===== src/rtl/rect_fall_sched.sv =====
// rect_fall_sched: gravity scheduler for up to N_OBJ falling rectangles.
// One shared prescaler ticks a sequencer that walks all objects per tick.
//
// Ports:
//   clk, rst      clock, asynchronous active-high reset
//   start         spawn request pulse
//   lift          lift request for the most recently spawned object
//   clear         level: LANDED objects return to IDLE with ypos 0
//   pause         level: prescaler count held, no ticks
//   ypos_bus      object i ypos at [i*YW +: YW]
//   active        object i falling
//   landed        object i resting on the floor
//   landed_pulse  1-cycle pulse when a scan lands an object
//   spawn_fail    1-cycle pulse when a spawn finds no IDLE object
//   tick_overrun  sticky: tick arrived while one was still pending
//   busy          sequencer not waiting
module rect_fall_sched #(
  parameter int N_OBJ      = 4,
  parameter int TICK_DIV   = 4_000_000,
  parameter int VER_PIXELS = 600,
  parameter int YW         = 12,
  parameter int FALL_STEP  = 1,
  parameter int LIFT_STEP  = 8
) (
  input  logic              clk,
  input  logic              rst,
  input  logic              start,
  input  logic              lift,
  input  logic              clear,
  input  logic              pause,
  output logic [N_OBJ*YW-1:0] ypos_bus,
  output logic [N_OBJ-1:0]  active,
  output logic [N_OBJ-1:0]  landed,
  output logic              landed_pulse,
  output logic              spawn_fail,
  output logic              tick_overrun,
  output logic              busy
);

  localparam int IW = (N_OBJ > 1) ? $clog2(N_OBJ) : 1;
  localparam int CW = (TICK_DIV > 1) ? $clog2(TICK_DIV) : 1;

  localparam logic [YW:0]   FLOOR_W = (YW+1)'(VER_PIXELS-1);
  localparam logic [YW:0]   STEP_W  = (YW+1)'(FALL_STEP);
  localparam logic [YW-1:0] FLOOR_Y = YW'(VER_PIXELS-1);
  localparam logic [YW-1:0] LIFT_Y  = YW'(LIFT_STEP);
  localparam logic [CW-1:0] CNT_MAX = CW'(TICK_DIV-1);
  localparam logic [IW-1:0] IDX_MAX = IW'(N_OBJ-1);

  typedef enum logic [1:0] {
    S_WAIT, S_SCAN, S_SPAWN, S_LIFT
  } seq_t;

  typedef enum logic [1:0] {
    O_IDLE, O_FALL, O_LANDED
  } obj_t;

  seq_t            r_seq, w_seq_nx;
  logic [CW-1:0]   r_cnt;
  logic            w_tick_req;
  logic            r_tick_p, r_start_p, r_lift_p;
  logic            w_tick_clr, w_start_clr, w_lift_clr;
  logic            r_ovr, r_lpulse, r_sfail;
  logic [IW-1:0]   r_idx, r_last;
  logic            r_last_v;
  obj_t            r_st [N_OBJ];
  logic [YW-1:0]   r_y  [N_OBJ];

  logic [YW-1:0]   w_sy, w_ly, w_lift_y;
  logic [YW:0]     w_sum;
  logic            w_land;
  logic            w_free_v;
  logic [IW-1:0]   w_free_i;

  assign w_tick_req = !pause && (r_cnt == CNT_MAX);

  always_ff @(posedge clk or posedge rst) begin
    if (rst) begin
      r_cnt <= '0;
    end else if (!pause) begin
      r_cnt <= (r_cnt == CNT_MAX) ? '0 : r_cnt + CW'(1);
    end
  end

  always_ff @(posedge clk or posedge rst) begin
    if (rst) begin
      r_seq <= S_WAIT;
    end else begin
      r_seq <= w_seq_nx;
    end
  end

  always_comb begin
    w_seq_nx    = r_seq;
    w_tick_clr  = 1'b0;
    w_start_clr = 1'b0;
    w_lift_clr  = 1'b0;
    unique case (r_seq)
      S_WAIT: begin
        if (r_tick_p) begin
          w_seq_nx   = S_SCAN;
          w_tick_clr = 1'b1;
        end else if (r_start_p) begin
          w_seq_nx    = S_SPAWN;
          w_start_clr = 1'b1;
        end else if (r_lift_p) begin
          w_seq_nx   = S_LIFT;
          w_lift_clr = 1'b1;
        end
      end
      S_SCAN: begin
        if (r_idx == IDX_MAX) w_seq_nx = S_WAIT;
      end
      S_SPAWN: w_seq_nx = S_WAIT;
      S_LIFT:  w_seq_nx = S_WAIT;
      default: w_seq_nx = S_WAIT;
    endcase
  end

  // A request arriving on its own service edge stays pending.
  always_ff @(posedge clk or posedge rst) begin
    if (rst) begin
      r_tick_p  <= 1'b0;
      r_start_p <= 1'b0;
      r_lift_p  <= 1'b0;
      r_ovr     <= 1'b0;
    end else begin
      r_tick_p  <= w_tick_req | (r_tick_p & ~w_tick_clr);
      r_start_p <= start | (r_start_p & ~w_start_clr);
      r_lift_p  <= lift | (r_lift_p & ~w_lift_clr);
      r_ovr     <= r_ovr | (w_tick_req & r_tick_p);
    end
  end

  assign w_sy   = r_y[r_idx];
  assign w_sum  = {1'b0, w_sy} + STEP_W;
  assign w_land = (w_sum >= FLOOR_W);

  assign w_ly     = r_y[r_last];
  assign w_lift_y = (w_ly >= LIFT_Y) ? w_ly - LIFT_Y : '0;

  always_comb begin
    w_free_v = 1'b0;
    w_free_i = '0;
    for (int i = N_OBJ-1; i >= 0; i--) begin
      if (r_st[i] == O_IDLE) begin
        w_free_v = 1'b1;
        w_free_i = IW'(i);
      end
    end
  end

  always_ff @(posedge clk or posedge rst) begin
    if (rst) begin
      for (int i = 0; i < N_OBJ; i++) begin
        r_st[i] <= O_IDLE;
        r_y[i]  <= '0;
      end
      r_idx    <= '0;
      r_last   <= '0;
      r_last_v <= 1'b0;
      r_lpulse <= 1'b0;
      r_sfail  <= 1'b0;
    end else begin
      r_lpulse <= 1'b0;
      r_sfail  <= 1'b0;
      r_idx    <= (r_seq == S_SCAN) ? r_idx + IW'(1) : '0;
      unique case (r_seq)
        S_SCAN: begin
          if (r_st[r_idx] == O_FALL) begin
            if (w_land) begin
              r_y[r_idx]  <= FLOOR_Y;
              r_st[r_idx] <= O_LANDED;
              r_lpulse    <= 1'b1;
            end else begin
              r_y[r_idx] <= w_sum[YW-1:0];
            end
          end
        end
        S_SPAWN: begin
          if (w_free_v) begin
            r_st[w_free_i] <= O_FALL;
            r_y[w_free_i]  <= '0;
            r_last         <= w_free_i;
            r_last_v       <= 1'b1;
          end else begin
            r_sfail <= 1'b1;
          end
        end
        S_LIFT: begin
          if (r_last_v && r_st[r_last] == O_FALL) begin
            r_y[r_last] <= w_lift_y;
          end
        end
        default: ;
      endcase
      // Clear only touches LANDED objects; a fresh spawn keeps last_valid.
      if (clear) begin
        for (int i = 0; i < N_OBJ; i++) begin
          if (r_st[i] == O_LANDED) begin
            r_st[i] <= O_IDLE;
            r_y[i]  <= '0;
            if (r_last_v && r_last == IW'(i) &&
                !(r_seq == S_SPAWN && w_free_v)) begin
              r_last_v <= 1'b0;
            end
          end
        end
      end
    end
  end

  always_comb begin
    ypos_bus = '0;
    active   = '0;
    landed   = '0;
    for (int i = 0; i < N_OBJ; i++) begin
      ypos_bus[i*YW +: YW] = r_y[i];
      active[i] = (r_st[i] == O_FALL);
      landed[i] = (r_st[i] == O_LANDED);
    end
  end

  assign landed_pulse = r_lpulse;
  assign spawn_fail   = r_sfail;
  assign tick_overrun = r_ovr;
  assign busy         = (r_seq != S_WAIT);

endmodule


===== config.mk =====
export PLATFORM = sky130hd
export DESIGN_NAME = rect_fall_sched
export DESIGN_NICKNAME = d
export VERILOG_FILES = /design/src/rtl/rect_fall_sched.sv
export SDC_FILE = /design/constraint.sdc
export NUM_CORES = 1
export LEC_CHECK = 0
export ABC_AREA = 1
export CORE_ASPECT_RATIO = 0.75
export CORE_MARGIN = 8
export CORE_UTILIZATION = 54
export CTS_CLUSTER_SIZE = 10
export DETAILED_ROUTE_END_ITERATION = 10
export HOLD_SLACK_MARGIN = 0.02
export PLACE_DENSITY = 0.74
export SLEW_MARGIN = 20
export SYNTH_ARGS = -nofsm -noshare
export SYNTH_HDL_FRONTEND = slang
export SYNTH_SLANG_ARGS = --single-unit

===== constraint.sdc =====
create_clock -name clk -period 3.4 [get_ports clk]
set_clock_uncertainty 0.15 [all_clocks]
set_input_delay 0.85 -clock clk [delete_from_list [all_inputs] [get_ports clk]]
set_output_delay 0.85 -clock clk [all_outputs]
set_load 0.02 [all_outputs]

==> results of run 1 <==
flip-flops by register name, indices dropped and copies added, names as in the netlist, 2 cells and up:
name      count
ypos_bus     48
r_cnt        22
r_st          8
r_idx         2
r_last        2
r_seq         2
synth_stat cells, types with 13 or more instances:
master	number
o21ai_0	108
nand4_1	21
a21oi_1	189
o211ai_1	14
nor2_1	111
inv_1	144
nand2_1	311
o22ai_1	17
nor3_1	13
dfrtp_1	91
nand3_1	79
ha_1	13
clkbuf_1	25
layout make-up:
class,instances,area (um2)
Clock buffer,11,243
Clock inverter,5,83.8
Fill cell,1281,4910
Inverter,147,557
Multi-Input combinational cell,936,4490
Sequential cell,91,2280
Tap cell,175,219
Timing Repair Buffer,102,966
layer usage:
layer	GRT usage [%]	part of all wire, %
met1	43.0	41
met2	42.3	38
met3	9.87	15
met4	14.0	4.7
met5	0	0
kinds of logic after synthesis:
| group | count (synthesis) | share of synthesized area [%] |
|---|---|---|
| compound gates | 349 | 24.4 |
| xor+xnor | 7 | 0.807 |
| fa+ha+maj | 13 | 2.14 |
| buf+inv | 200 | 10.9 |
| flops | 91 | 30.0 |
| simple gates | 567 | 31.8 |
where the power goes:
part	switching, uW	internal [uW]
combinational	5100	2500
clock	462	668
sequential	589	1520
total	6150	4690
stage by stage:
step	hold WS, ps	cell area, um2	setup WS, ps	util, %
final	333	8830	194	64.3
after floorplan	291	7590	36.4	-
after global routing	342	8830	93.1	64.3
after detailed placement	319	8510	285	61.9
after CTS	335	8830	315	64.3
after global placement	312	8510	354	61.9
worst max-delay path, cell delays in order (launching register included):
cell and delay, ps:
dfrtp_1 420, nor2_1 150, inv_1 460, o22ai_1 130
nor2_1 290, ha_1 270, nand2_1 70, nor2_1 310
nand2_1 170, nor2_1 120, nand2_1 60, nand3_1 160
nand2_1 70, nand2_1 60, nand3b_1 100, nand2_1 80
inv_1 40
worst paths after layout:
check,endpoint,start,slack [ps]
worst max-delay path,ypos_bus[47],r_last[1],190
worst min-delay path,tick_overrun,tick_overrun,330
worst max register to register,ypos_bus[47],r_last[1],190
worst min register to register,tick_overrun,tick_overrun,330
max in group asynchronous,ypos_bus[45],rst,1740
min in group asynchronous,tick_overrun,rst,670
==> metrics, run 1 <==
post-CTS setup buffer count=0; Slew headroom=45.0%; WP data required=approximately 3500 ps; leakage=between 0.004 and 0.005 uW; layout cells sized above 1=just over 6%; Avg Vias per Cell=6.16; Setup CP Type=reg2reg; worst hold path depth=1; Yosys cell types=42; DP Wirelength=just under 20000 um; syn_nets=about 1200; YS warnings=0; Clk Latency, worst-skew pair=350 ps; Peak VDD IR=0.000746 V; PwrDens=1230 nW/um2; Resize count post-CTS=0; Post-synth EDFFs=0; nature of the critical path startpoint=flop; Period minus WS final=3210 ps; Total Wirelength=roughly 28000 um; synthesized flop and latch total=slightly above 90; Sink Count=91; RSZ-0062 raised after global routing=no; endpoints failing hold=0; Syn Area/Cell=about 6.2 um2; Buffers on Ports=65; CTS clock-pin slew for the worst setup and hold paths=70 ps; first-pass GRT wire length=44800 um; # nets final=around 1300; most frequent cells in the layout=nand2_1, a21oi_1, inv_1, nor2_1, o21ai_0; num ports=66; Initial Utilization=~55%; Global Route Usage Sum=30.8%; CP max FO=12; Synth top area share=between 20% and 30%; vias in the first global route=around 8100; Num CTS Buffers=9; sequential area share after synthesis=30.0%; die area=between 15000 and 20000 um2; WL per Instance=~19 um; core area=about 14000 um2; Routed Antenna Nets=0; PnR Total Power=between 10000 and 15000 uW; Netlist Area Pre-Place=between 7000 and 8000 um2; main flop type after synthesis=dfrtp_1; CTS tree=done; 1st-iter DRT viols=1406; final worst path period share=between 90% and 100%; CTS Root Cell=clkbuf_16; drt drc=0; std cell rows=37; FF-to-FF path depth=16; setup TNS=0 ps; vias=about 9000; Final setup viols=0; hold crit path type=reg2reg; Crit. End Element=flop; number of antenna diodes=0; post-synthesis instance total=approximately 1200; die height=about 120 um; largest net degree at the start of global routing=66; Slew @ Worst Pin=just over 800 ps; Slew Limit Fails=0; area leader, netlist=dfrtp_1; Final Non-Filler Cells=around 1500; post-cts hold buffer count=0; CTS H-tree depth=3; maximum capacitance violations=0; status=complete, no violations; die span in x=between 150 and 200 um; grt ovf=0; synthesis-to-finish area growth=16.3%; Async S/R FF share, synth=between 90% and 100%; initial antenna violation count=0; drt first pass iters=7; fmax=just over 300 MHz; Worst EP arrival=around 3300 ps; final RePlAce weighted congestion=0.976; synth top area cells=dfrtp_1, nand2_1, a21oi_1; Clock Path Buffers=2; Placed Cells incl. Taps=about 1500; commonest non-fill, non-tap cell in the layout=nand2_1
Note: power is estimated with default switching activity, not from simulation.
==> run 2: changes to the inputs <==
--- a/config.mk
+++ b/config.mk
@@ -12,7 +12,7 @@
 export CTS_CLUSTER_SIZE = 10
 export DETAILED_ROUTE_END_ITERATION = 10
 export HOLD_SLACK_MARGIN = 0.02
-export PLACE_DENSITY = 0.74
+export PLACE_DENSITY_LB_ADDON = 0.1
 export SLEW_MARGIN = 20
 export SYNTH_ARGS = -nofsm -noshare
 export SYNTH_HDL_FRONTEND = slang
==> run 2 against run 1 <==
  * Sequential power about the same
  * Utilization down 0.17 points
  * Power shrank 0.79%
  * Highest routed layer unchanged
  * Clock-buffer cell count is 1 lower
  * Non-clock buffer count is the same
  * Global-route usage up 0.92 points
  * Hold slack barely moved
  * Die area did not move
  * Sequential share of layout area up 0.070 points
  * Cell area decreased by 0.27%
  * Largest power group unchanged
  * Sequential cell count did not move
==> metrics, run 2 (synthesis gave the netlist of run 1 again) <==
Sink Count=91 (unchanged); Worst R2R Setup Slack=230 ps (+40 ps); most frequent cells in the layout=nand2_1, a21oi_1, inv_1, nor2_1, o21ai_0; Peak VDD IR=0.000743 V (-0.37%); Global Route Usage Sum=31.7% (+0.92 points); Resize count post-CTS=0 (unchanged); CP max FO=18 (+6); grt ovf=0 (unchanged); num ports=66 (unchanged); Worst EP arrival=3300 ps (about the same); die area=18200 um2 (unchanged); CTS Root Cell=clkbuf_16; Worst Setup EP=ypos_bus[8]; Setup CP Type=reg2reg; CTS clock-pin slew for the worst setup and hold paths=70 ps (about the same); maximum capacitance violations=0 (unchanged); Crit. End Element=flop; Final WS setup=232 ps (+37.5 ps); first-pass GRT wire length=45900 um (+2.4%); RSZ-0062 raised after global routing=no; Slew headroom=42.9% (-2.1 points); PwrDens=1220 nW/um2 (-0.52%); Buffers on Ports=65 (unchanged); layout cells sized above 1=6.11% (unchanged); Final setup viols=0 (unchanged); drt drc=0 (unchanged); DR WL met2=12000 um (+10%); Total Wirelength=29200 um (+3.3%); max reg flops=48 (unchanged); endpoints failing hold=0 (unchanged); 1st-iter DRT viols=1277 (-9.2%); Initial Utilization=55.2% (unchanged); core area=13700 um2 (unchanged); post-CTS setup buffer count=0 (unchanged); Slew Limit Fails=0 (unchanged); final worst path period share=93.2% (-1.1 points); WL met1=12100 um (+3.3%); nature of the critical path startpoint=flop; RR Startpoint=r_idx[0]; CTS H-tree depth=3 (unchanged); Slew @ Worst Pin=855 ps (+32.1 ps); Num CTS Buffers=9 (unchanged); highest routed metal layer=met4; status=complete, no violations; fmax=316 MHz (+1.2%); CTS tree=done; commonest non-fill, non-tap cell in the layout=nand2_1; Setup crit start=r_idx[0]; # nets final=1306 (unchanged); Clk Latency, worst-skew pair=360 ps (about the same); std cell rows=37 (unchanged); leakage=0.00403 uW (-0.34%); setup TNS=0 ps (unchanged); post-cts hold buffer count=0 (unchanged); die height=119 um (unchanged); Place WS=272 ps (-12.3 ps); die span in x=153 um (unchanged); FF-to-FF path depth=17 (+1); initial antenna violation count=0 (unchanged); largest net degree at the start of global routing=61 (-7.6%); Clock Path Buffers=2 (unchanged); Period minus WS final=3170 ps (-37.5 ps); WL per Instance=19.9 um (+3.2%); DP Wirelength=20400 um (+4.3%); hold crit path type=reg2reg; drt first pass iters=6 (-1); hold slack=333 ps (-0.180 ps); vias=9068 (+0.41%); WP data required=3530 ps (+30 ps); Min-Delay Startpoint=r_lift_p; synthesis-to-finish area growth=16.0%; vias in the first global route=8307 (+2.0%); met3 routed WL=3890 um (-11%); Routed Antenna Nets=0 (unchanged); Avg Vias per Cell=6.18 (+0.34%); PnR Total Power=10700 uW (-0.79%); final RePlAce weighted congestion=0.985 (+0.98%); worst reg2reg endpoint=ypos_bus[8]; Finished Core Util=64.1% (-0.17 points)
run 2: changes by cell type in the layout (fill, tap and decap cells not counted):
cell,before,now
bufinv_16,2,1
clkbuf_8,1,0
diode_2,0,1
inv_6,1,3
run 2: layout make-up:
cell class / count / area (um2)
Clock buffer: 10 / 229
Inverter: 147 / 557
Multi-Input combinational cell: 936 / 4490
Tap cell: 175 / 219
Sequential cell: 91 / 2280
Clock inverter: 6 / 71.3
Fill cell: 1348 / 4940
Timing Repair Buffer: 102 / 966
Antenna cell: 1 / 2.50
run 2: critical path: stages, from the launching register on:
cell and delay (ps):
dfrtp_1 420, inv_2 300, nand2_1 120, nand2_1 80, nand2_1 50, nand2_1 110, ha_1 190, nand3_2 120
nor2_2 140, nand2_1 110, nor2_1 100, nand2_1 50, nand2_1 120, nand3_1 220, nor2_4 170, buf_4 240
nand4_1 190, a21oi_1 190
run 2: through the flow:
step,instances,instance area [um2]
2_1_floorplan,1227,7590
3_5_place_dp,1451,8510
5_1_grt,1467,8810
3_3_place_gp,1451,8510
6_report,1468,8810
4_1_cts,1467,8810
run 2: where the power goes:
group          leakage, uW  switching (uW)  internal (uW)  total, uW
combinational      0.00277            5100           2470       7570
sequential         0.00112             592           1520       2110
clock             0.000140             491            579       1070
run 2: worst min path at each step:
stage | to | slack (ps) | depth (start not counted)
finish | r_lift_p | 330 | 1
global route | r_lift_p | 370 | 1
CTS | r_lift_p | 340 | 1
detailed placement | r_lift_p | 320 | 1
global placement | r_lift_p | 310 | 1
floorplan | r_last_v | 290 | 2
run 2: per-layer routing:
layer,vias to the layer above,track usage [%]
met2,659,46.0
met4,0,14.7
li1,4193,-
met1,4109,43.1
met3,107,8.92
met5,-,0
